$ cat src/rtl/crc8_frame_ctrl.sv
// Framed CRC-8 (x^8+x^5+x^4+1) generator/checker with a byte-wide valid/ready input.
// Define CRC8_PARALLEL_EN to fold all eight bit-updates of a byte into a single SHIFT cycle.
module crc8_frame_ctrl #(
  parameter logic [7:0] SEED = 8'h00
) (
  input  logic       clk,
  input  logic       rst_n,
  input  logic       start,
  input  logic       check,
  input  logic [3:0] len,
  input  logic       in_valid,
  input  logic [7:0] in_data,
  output logic       in_ready,
  output logic       busy,
  output logic       done,
  output logic [7:0] crc_out,
  output logic       crc_ok,
  output logic [3:0] byte_cnt
);

  typedef enum logic [1:0] {S_IDLE, S_LOAD, S_SHIFT, S_DONE} state_t;

  state_t     state, state_next;
  logic [7:0] crc;
  logic [7:0] shreg;
  logic [4:0] cnt;
  logic [4:0] target;
  logic [4:0] target_in;
  logic       check_l;
  logic       crc_ok_q;
  logic       shift_last;
  logic [7:0] crc_shift;
`ifndef CRC8_PARALLEL_EN
  logic [2:0] bit_cnt;
`endif

  // One LFSR step with d as the incoming message bit.
  function automatic logic [7:0] crc_bit(input logic [7:0] c, input logic d);
    logic fb;
    fb = c[7] ^ d;
    return {c[6], c[5], c[4] ^ fb, c[3] ^ fb, c[2], c[1], c[0], fb};
  endfunction

  // Frame length includes the trailing received-CRC byte in check mode; 5 bits so 15+1 fits.
  assign target_in = {1'b0, len} + {4'b0000, check};

  always_comb begin
    // NOTE: every combinational output gets a default first so no path leaves it unassigned (no latch).
    crc_shift = crc;
`ifdef CRC8_PARALLEL_EN
    for (int i = 7; i >= 0; i--) begin
      crc_shift = crc_bit(crc_shift, shreg[i]);
    end
    shift_last = 1'b1;
`else
    crc_shift  = crc_bit(crc, shreg[7]);
    shift_last = (bit_cnt == 3'd7);
`endif
  end

  always_comb begin
    state_next = state;
    in_ready   = 1'b0;
    case (state)
      S_IDLE: begin
        if (start) state_next = (target_in == 5'd0) ? S_DONE : S_LOAD;
      end
      S_LOAD: begin
        in_ready = 1'b1;
        if (in_valid) state_next = S_SHIFT;
      end
      S_SHIFT: begin
        if (shift_last) state_next = (cnt == target) ? S_DONE : S_LOAD;
      end
      S_DONE: state_next = S_IDLE;
      default: state_next = S_IDLE;
    endcase
  end

  always_ff @(posedge clk or negedge rst_n) begin
    // NOTE: sequential state uses non-blocking assignments so every register samples pre-edge values.
    if (!rst_n) state <= S_IDLE;
    else        state <= state_next;
  end

  always_ff @(posedge clk or negedge rst_n) begin
    if (!rst_n) begin
      crc      <= 8'h00;
      shreg    <= 8'h00;
      cnt      <= 5'd0;
      target   <= 5'd0;
      check_l  <= 1'b0;
      crc_ok_q <= 1'b0;
      byte_cnt <= 4'd0;
`ifndef CRC8_PARALLEL_EN
      bit_cnt  <= 3'd0;
`endif
    end else begin
      case (state)
        S_IDLE: begin
          if (start) begin
            crc      <= SEED;
            cnt      <= 5'd0;
            target   <= target_in;
            check_l  <= check;
            crc_ok_q <= 1'b0;
            byte_cnt <= 4'd0;
          end
        end
        S_LOAD: begin
          if (in_valid) begin
            shreg    <= in_data;
            cnt      <= cnt + 5'd1;
            byte_cnt <= byte_cnt + 4'd1;
`ifndef CRC8_PARALLEL_EN
            bit_cnt  <= 3'd0;
`endif
          end
        end
        S_SHIFT: begin
          crc <= crc_shift;
`ifndef CRC8_PARALLEL_EN
          shreg   <= {shreg[6:0], 1'b0};
          bit_cnt <= bit_cnt + 3'd1;
`endif
        end
        S_DONE: crc_ok_q <= check_l & (crc == 8'h00);
        default: ;
      endcase
    end
  end

  assign busy    = (state != S_IDLE);
  assign done    = (state == S_DONE);
  assign crc_out = crc;
  // Result is valid during the done pulse itself and then held until the next start.
  assign crc_ok  = done ? (check_l & (crc == 8'h00)) : crc_ok_q;

endmodule
$ cat config.mk
export PLATFORM = sky130hd
export DESIGN_NAME = crc8_frame_ctrl
export DESIGN_NICKNAME = d
export VERILOG_FILES = /design/src/rtl/crc8_frame_ctrl.sv
export SDC_FILE = /design/constraint.sdc
export NUM_CORES = 1
export LEC_CHECK = 0
export ABC_AREA = 1
export BUFFER_PORTS_ARGS = -buffer_cell sky130_fd_sc_hd__buf_4
export CAP_MARGIN = 40
export CORE_MARGIN = 2
export CORE_UTILIZATION = 55
export DETAILED_ROUTE_END_ITERATION = 12
export HOLD_SLACK_MARGIN = 0.1
export PLACE_DENSITY_LB_ADDON = 0.3
export SLEW_MARGIN = 30
export SYNTH_ARGS = -nofsm -noshare
export SYNTH_HDL_FRONTEND = slang
export SYNTH_SLANG_ARGS = --single-unit
$ cat constraint.sdc
create_clock -name clk -period 1.55 [get_ports clk]
set_input_delay 0.31 -clock clk [delete_from_list [all_inputs] [get_ports clk]]
set_output_delay 0.31 -clock clk [all_outputs]
set_load 0.05 [all_outputs]
==> results of run 1 <==
Yosys cell counts (2+ instances only):
library cell  instances
a21oi_1               5
o22ai_1               6
ha_1                  6
nor2_1               13
nand2_2               3
dfrtp_1              37
a22o_1                2
o211ai_1              7
o21ai_0              17
nand4_1               5
nor3_1                2
nand3_1              12
nand2_1              63
inv_1                38
worst min-delay path, cell delays in order:
cell     delay (ns)
buf_4          0.08
nand2_1        0.04
nand2_1        0.05
metrics by stage:
stage,worst slack [ns],hold slack (ns)
after CTS,-0.128,0.162
after floorplan,0.00154,0.0144
after global placement,0.0433,0.297
after detailed placement,0.0120,0.289
final,-0.188,0.174
after global routing,-0.296,0.194
cells in the final DEF (no fill, tap or decap), types with 2 or more instances in the layout:
| cell | netlist | routed |
|---|---|---|
| o22ai_1 | 6 | 6 |
| ha_1 | 6 | 6 |
| buf_6 | 1 | 3 |
| buf_4 | 1 | 48 |
| nand2_2 | 3 | 4 |
| dfrtp_1 | 37 | 35 |
| nand2_1 | 63 | 62 |
| nor3_1 | 2 | 2 |
| a21oi_1 | 5 | 4 |
| nor2_1 | 13 | 12 |
| buf_8 | 0 | 2 |
| nand4_1 | 5 | 5 |
| inv_1 | 38 | 29 |
| o211ai_1 | 7 | 7 |
| clkbuf_4 | 0 | 5 |
| inv_2 | 1 | 10 |
| a22o_1 | 2 | 2 |
| nand3_1 | 12 | 12 |
| o21ai_0 | 17 | 17 |
| dfrtp_2 | 0 | 2 |
| nor2_4 | 1 | 2 |
cells by family after synthesis:
| family | count (synthesis) |
|---|---|
| AO/OA/AOI/OAI | 38 |
| flip-flops | 37 |
| adder cells (fa/ha/maj) | 6 |
| AND/OR/NAND/NOR | 103 |
| XOR/XNOR | 2 |
| buffers and inverters | 43 |
registers in the layout (all words and copies together), names as in the netlist:
register / cells
bit_cnt: 3
byte_cnt: 4
check_l: 1
cnt: 5
crc_ok_q: 1
crc_out: 8
shreg: 8
state: 2
target: 5
layout make-up:
cell class / count / area, um^2 / area share [%]
well taps: 46 / 57.6 / 2.36
repair buffers: 54 / 434 / 17.8
clock buffers: 5 / 37.5 / 1.54
clock inverters: 2 / 35.0 / 1.44
inverters: 40 / 154 / 6.31
flip-flops and latches: 37 / 928 / 38.1
multi-input cells: 149 / 791 / 32.4
routing by layer:
layer  GRT usage [%]  part of all wire [%]
met4            7.50                   1.1
met5               0                     0
met2            37.4                    47
met3            5.25                   4.5
met1            28.0                    47
worst max path at each step:
stage / slack [ns] / to / from / cells after the start
finish: -0.19 / crc_ok / crc_out[6] / 6
global route: -0.30 / crc_ok / crc_out[2] / 6
CTS: -0.13 / crc_ok / crc_out[2] / 6
detailed placement: 0.01 / state[1] / check / 10
global placement: 0.04 / state[1] / check / 10
floorplan: 0.002 / crc_ok / state[1] / 4
timing repair:
item	CTS	global route
setup endpoints to repair	3	12
hold buffers	1	0
gates resized for setup	13	10
endpoints found under the hold margin	37	0
pin swaps	2	6
buffers inserted	17	4
power groups by stage:
stage	clock (W)	combinational [W]	sequential, W
after floorplan	0	0.00143	0.00199
after global placement	0	0.00237	0.00161
after detailed placement	0	0.00242	0.00163
after CTS	0.000646	0.00271	0.00161
after global routing	0.000677	0.00321	0.00168
final	0.000636	0.00292	0.00163
==> results.yml, run 1 <==
status:
  status: "finished, violations left"
  violations: "setup timing"
cells_and_area:
  final_core_util_pct: 73.6
  area_growth_pct: 30.5
  final-instance-count-excl-fill: 333
  design_area_mm2: 0.00244
  layout.nets: 310
  filler_cell_count: 248
  diodes: 0
  drive_gt1_share_pct: 28.9
floorplanning:
  ioPinCount: 33
  die_y_um: 62.3
  rows: 21
  core_area_mm2: 0.00331
  die_x_um: 62.3
  initial_utilization_pct: 56.4
  die_area_mm2: 0.00388
worst_setup_path:
  arrival_ns: 1.43
  critPathBufInv: 2
  reg2reg_depth: 6
  path_cells: "inv_2 -> nand4_1 -> nor2_1 -> nand3_1 -> nand2_2 -> buf_8"
  slowest_stage: "dfrtp_1"
  r2r-end: "crc_out[5]"
  r2r_start: "state[1]"
  critPathRequiredTime_ns: 1.24
  cpLargestDelayFamily: "simple AND/OR/NAND/NOR gates"
  worstSetupEndpointType: "primary output"
  rrSetupSlack_ns: 0.08
  start_kind: "flop"
  cp_max_fo: 2
  crit_type: "reg2out"
  max_stage_delay_ns: 0.41
power_and_ir_drop:
  combPwrFrac_pct: 56.3
  p_switching_w: 0.00240
  power_frac_clock_pct: 12.3
  swShare_pct: 46.4
  leakage_nw: 1.27
  p_int_w: 0.00278
  power_w: 0.00518
  ir_drop_v: 0.00149
  power_density_mw_per_mm2: 2130
  pwr-share-seq_pct: 31.5
grt:
  track_usage_pct: 22.1
  grt_pass1_vias: 1636
  grt_start_max_net_pins: 38
  antenna_found_initial: 0
  overflow: 0
  grt_pass1_wl_um: 6890
detailed_routing:
  drt_iter0_drc: 55
  dr_total_vias: 1686
  wl_per_cell_um: 11.9
  wl_um: 3950
  ant_nets: 0
  drt-vias-per-instance: 5.06
  dr.pass1.iters: 4
  drc: 0
logic_synthesis:
  synth_top_family_by_area: "simple AND/OR/NAND/NOR gates"
  synth_area_leaders: "dfrtp_1 (50%), nand2_1 (13%), inv_1 (7.6%)"
  syn-num-nets: 252
  yosys_warnings: 0
  synth_cells: 229
  syn_avg_cell_area_um2: 8.16
  synthesis.area_mm2: 0.00187
  ys_ff_latch: 37
  ys_seq_area_share_pct: 49.6
  synth_mux_area_share_pct: 0
  synth-edff-count: 0
  synth_compound_area_share_pct: 12.1
  yosys.area.top_type: "dfrtp_1"
  synthAdderAreaFrac_pct: 4.02
  synthFlopType: "dfrtp_1"
  synth_xor_area_share_pct: 0.938
  async_reset_ff_share_pct: 100
  yosysUniqueCellTypes: 27
  synth_top_area_share_pct: 49.6
  synthSimpleGateAreaFrac_pct: 24.1
worst_hold_path:
  min_to: "check_l"
  hold_start: "check"
  hp-class: "in2reg"
  min_path_cells: 3
sta:
  fin_skew_ns: 0.00911
  hold_viol: 0
  setup_viol: 3
  slew_headroom_pct: 69.4
  tightest_slew_ns: 0.459
  rsz0062_at_grt: "yes"
  period_needed_ns: 1.74
  finalMaxSlewViolations: 0
  finalCritPeriodShare_pct: 112
  fin_ws_ns: -0.188
  tns_ns: -0.247
  max_clock_freq_mhz: 575
clock_tree:
  clk_pin_slew_worst_paths_ns: 0.11
  cts_tree: "done"
  clock_path_buffers: 2
  cts.sinks: 37
  cts_made_buffers: 5
  cts-root-buf: "clkbuf_4"
  clk_latency_ns: 0.34
  h-tree-depth: 2
placed_design:
  dp_hpwl_um: 2510
  placed_area_mm2: 0.00217
  dp.cells: 307
  gp_congestion: 0.753
  portBuffers: 32
run:
  drv_cap: 0
(Power assumes the default switching activity.)
==> inputs of run 2 (changes only) <==
--- a/config.mk
+++ b/config.mk
@@ -8,9 +8,9 @@
 export ABC_AREA = 1
 export BUFFER_PORTS_ARGS = -buffer_cell sky130_fd_sc_hd__buf_4
 export CAP_MARGIN = 40
-export CORE_MARGIN = 2
 export CORE_UTILIZATION = 55
 export DETAILED_ROUTE_END_ITERATION = 12
+export GPL_ROUTABILITY_DRIVEN = 0
 export HOLD_SLACK_MARGIN = 0.1
 export PLACE_DENSITY_LB_ADDON = 0.3
 export SLEW_MARGIN = 30
==> constraint.sdc (replaced) <==
create_clock -name clk -period 1.55 [get_ports clk]
set_input_delay 0.155 -clock clk [delete_from_list [all_inputs] [get_ports clk]]
set_output_delay 0.155 -clock clk [all_outputs]
set_load 0.05 [all_outputs]
==> results.yml, run 2 (same netlist as run 1, synthesis figures left out) <==
status:
  status: "finished, violations left"
  violations: "setup timing"
detailed_routing:
  dr_total_vias: 1689
  wl_per_cell_um: 12.0
  drt_iter0_drc: 75
  drc: 0
  ant_nets: 0
  wl_um: 3960
  dr.pass1.iters: 4
  drt-vias-per-instance: 5.12
worst_setup_path:
  critPathRequiredTime_ns: 1.39
  path_cells: "inv_2 -> nand4_1 -> nor2_1 -> nand3_1 -> nand2_1 -> buf_6"
  crit_start: "crc_out[6]"
  worstSetupEndpointType: "primary output"
  start_kind: "flop"
  reg2reg_depth: 6
  slowest_stage: "dfrtp_1"
  max_stage_delay_ns: 0.41
  crit_type: "reg2out"
  arrival_ns: 1.41
  cp_max_fo: 3
  r2r_start: "state[1]"
grt:
  track_usage_pct: 25.0
  overflow: 0
  antenna_found_initial: 0
  grt_start_max_net_pins: 38
  grt_pass1_wl_um: 6720
  grt_pass1_vias: 1631
sta:
  finalMaxSlewViolations: 0
  fin_skew_ns: 0.00674
  rsz0062_at_grt: "yes"
  worst_hold_slack_ns: 0.125
  setup_viol: 1
  hold_viol: 0
  period_needed_ns: 1.57
  max_clock_freq_mhz: 639
  fin_ws_ns: -0.0155
  finalCritPeriodShare_pct: 101
  tightest_slew_ns: 0.466
  slew_headroom_pct: 68.9
cells_and_area:
  final-instance-count-excl-fill: 330
  area_growth_pct: 28.9
  layout.nets: 308
  seqCellArea_um2: 927
  mostFrequentLayoutCells: "nand2_1 (63), buf_4 (41), dfrtp_1 (36), inv_1 (34), o21ai_0 (17)"
  mostFrequentLayoutCell: "nand2_1"
  final_core_util_pct: 77.0
  design_area_mm2: 0.00241
  drive_gt1_share_pct: 22.0
  diodes: 0
  multi_input_area_um2: 771
  filler_cell_count: 244
clock_tree:
  cts.sinks: 37
  cts_made_buffers: 5
  clk_pin_slew_worst_paths_ns: 0.11
  clock_path_buffers: 2
  cts_tree: "done"
  h-tree-depth: 2
  clk_latency_ns: 0.34
  cts-root-buf: "clkbuf_4"
floorplanning:
  initial_utilization_pct: 59.7
  core_area_mm2: 0.00313
  die_y_um: 60.3
  ioPinCount: 33
  rows: 20
  die_x_um: 60.3
  die_area_mm2: 0.00363
power_and_ir_drop:
  power_w: 0.00495
  pwr-share-seq_pct: 32.6
  power_density_mw_per_mm2: 2060
  p_switching_w: 0.00230
  combPwrFrac_pct: 53.2
  swShare_pct: 46.6
  ir_drop_v: 0.00149
  power_frac_clock_pct: 14.1
  leakage_nw: 1.26
  p_int_w: 0.00264
worst_hold_path:
  hp-class: "in2reg"
  hold_start: "len[2]"
  min_path_cells: 3
placed_design:
  placed_area_mm2: 0.00216
  dp_hpwl_um: 2740
  portBuffers: 32
  dp.cells: 305
run:
  drv_cap: 0
[run 2: final timing paths]
| check | end | slack, ns |
|---|---|---|
| hold / removal | target[4] | 0.12 |
| setup reg to reg | bit_cnt[1] | 0.13 |
| hold reg to reg | check_l | 0.51 |
| max in group asynchronous | state[0] | 0.91 |
| setup / recovery | crc_ok | -0.02 |
| min in group asynchronous | shreg[4] | 0.30 |
[run 2: layout make-up]
class	count	share of cell area [%]
Clock buffer	7	2.29
Clock inverter	1	1.25
Timing Repair Buffer	52	17.4
Tap cell	44	2.29
Sequential cell	37	38.5
Multi-Input combinational cell	149	32.0
Inverter	40	6.24
[run 2: layer usage]
metal	up-vias	GRT usage, %	wire, um
li1	848	-	-
met1	797	32.1	1810
met2	40	42.7	1930
met3	4	4.55	185
met4	0	7.64	31
met5	-	0	0
[run 2: through the flow]
step	TNS [ns]	setup slack [ns]
floorplan	0	0.0527
global placement	0	0.184
detailed placement	0	0.136
CTS	0	0.00870
global route	-0.140	-0.140
finish	-0.0155	-0.0155
[run 2: repair_timing]
item                       4_1_cts  5_1_grt
hold endpoints to repair        46        0
hold buffers                    10        0
gates resized for setup          1        6
pin swaps                        1        3
setup endpoints to repair        1        3
setup buffers                    4        3
[run 2: worst max-delay path, delay by kind of cell, from the launching register on]
kind	cells	cell delay, ns
flops	1	0.41
buf+inv	2	0.23
simple gates	4	0.44
[run 2: power by group through the flow]
stage / Sequential (W) / Clock, W / Combinational (W)
global placement: 0.00161 / 0 / 0.00239
detailed placement: 0.00163 / 0 / 0.00247
finish: 0.00161 / 0.000700 / 0.00263
global route: 0.00166 / 0.000748 / 0.00291
CTS: 0.00159 / 0.000707 / 0.00258
floorplan: 0.00199 / 0 / 0.00142
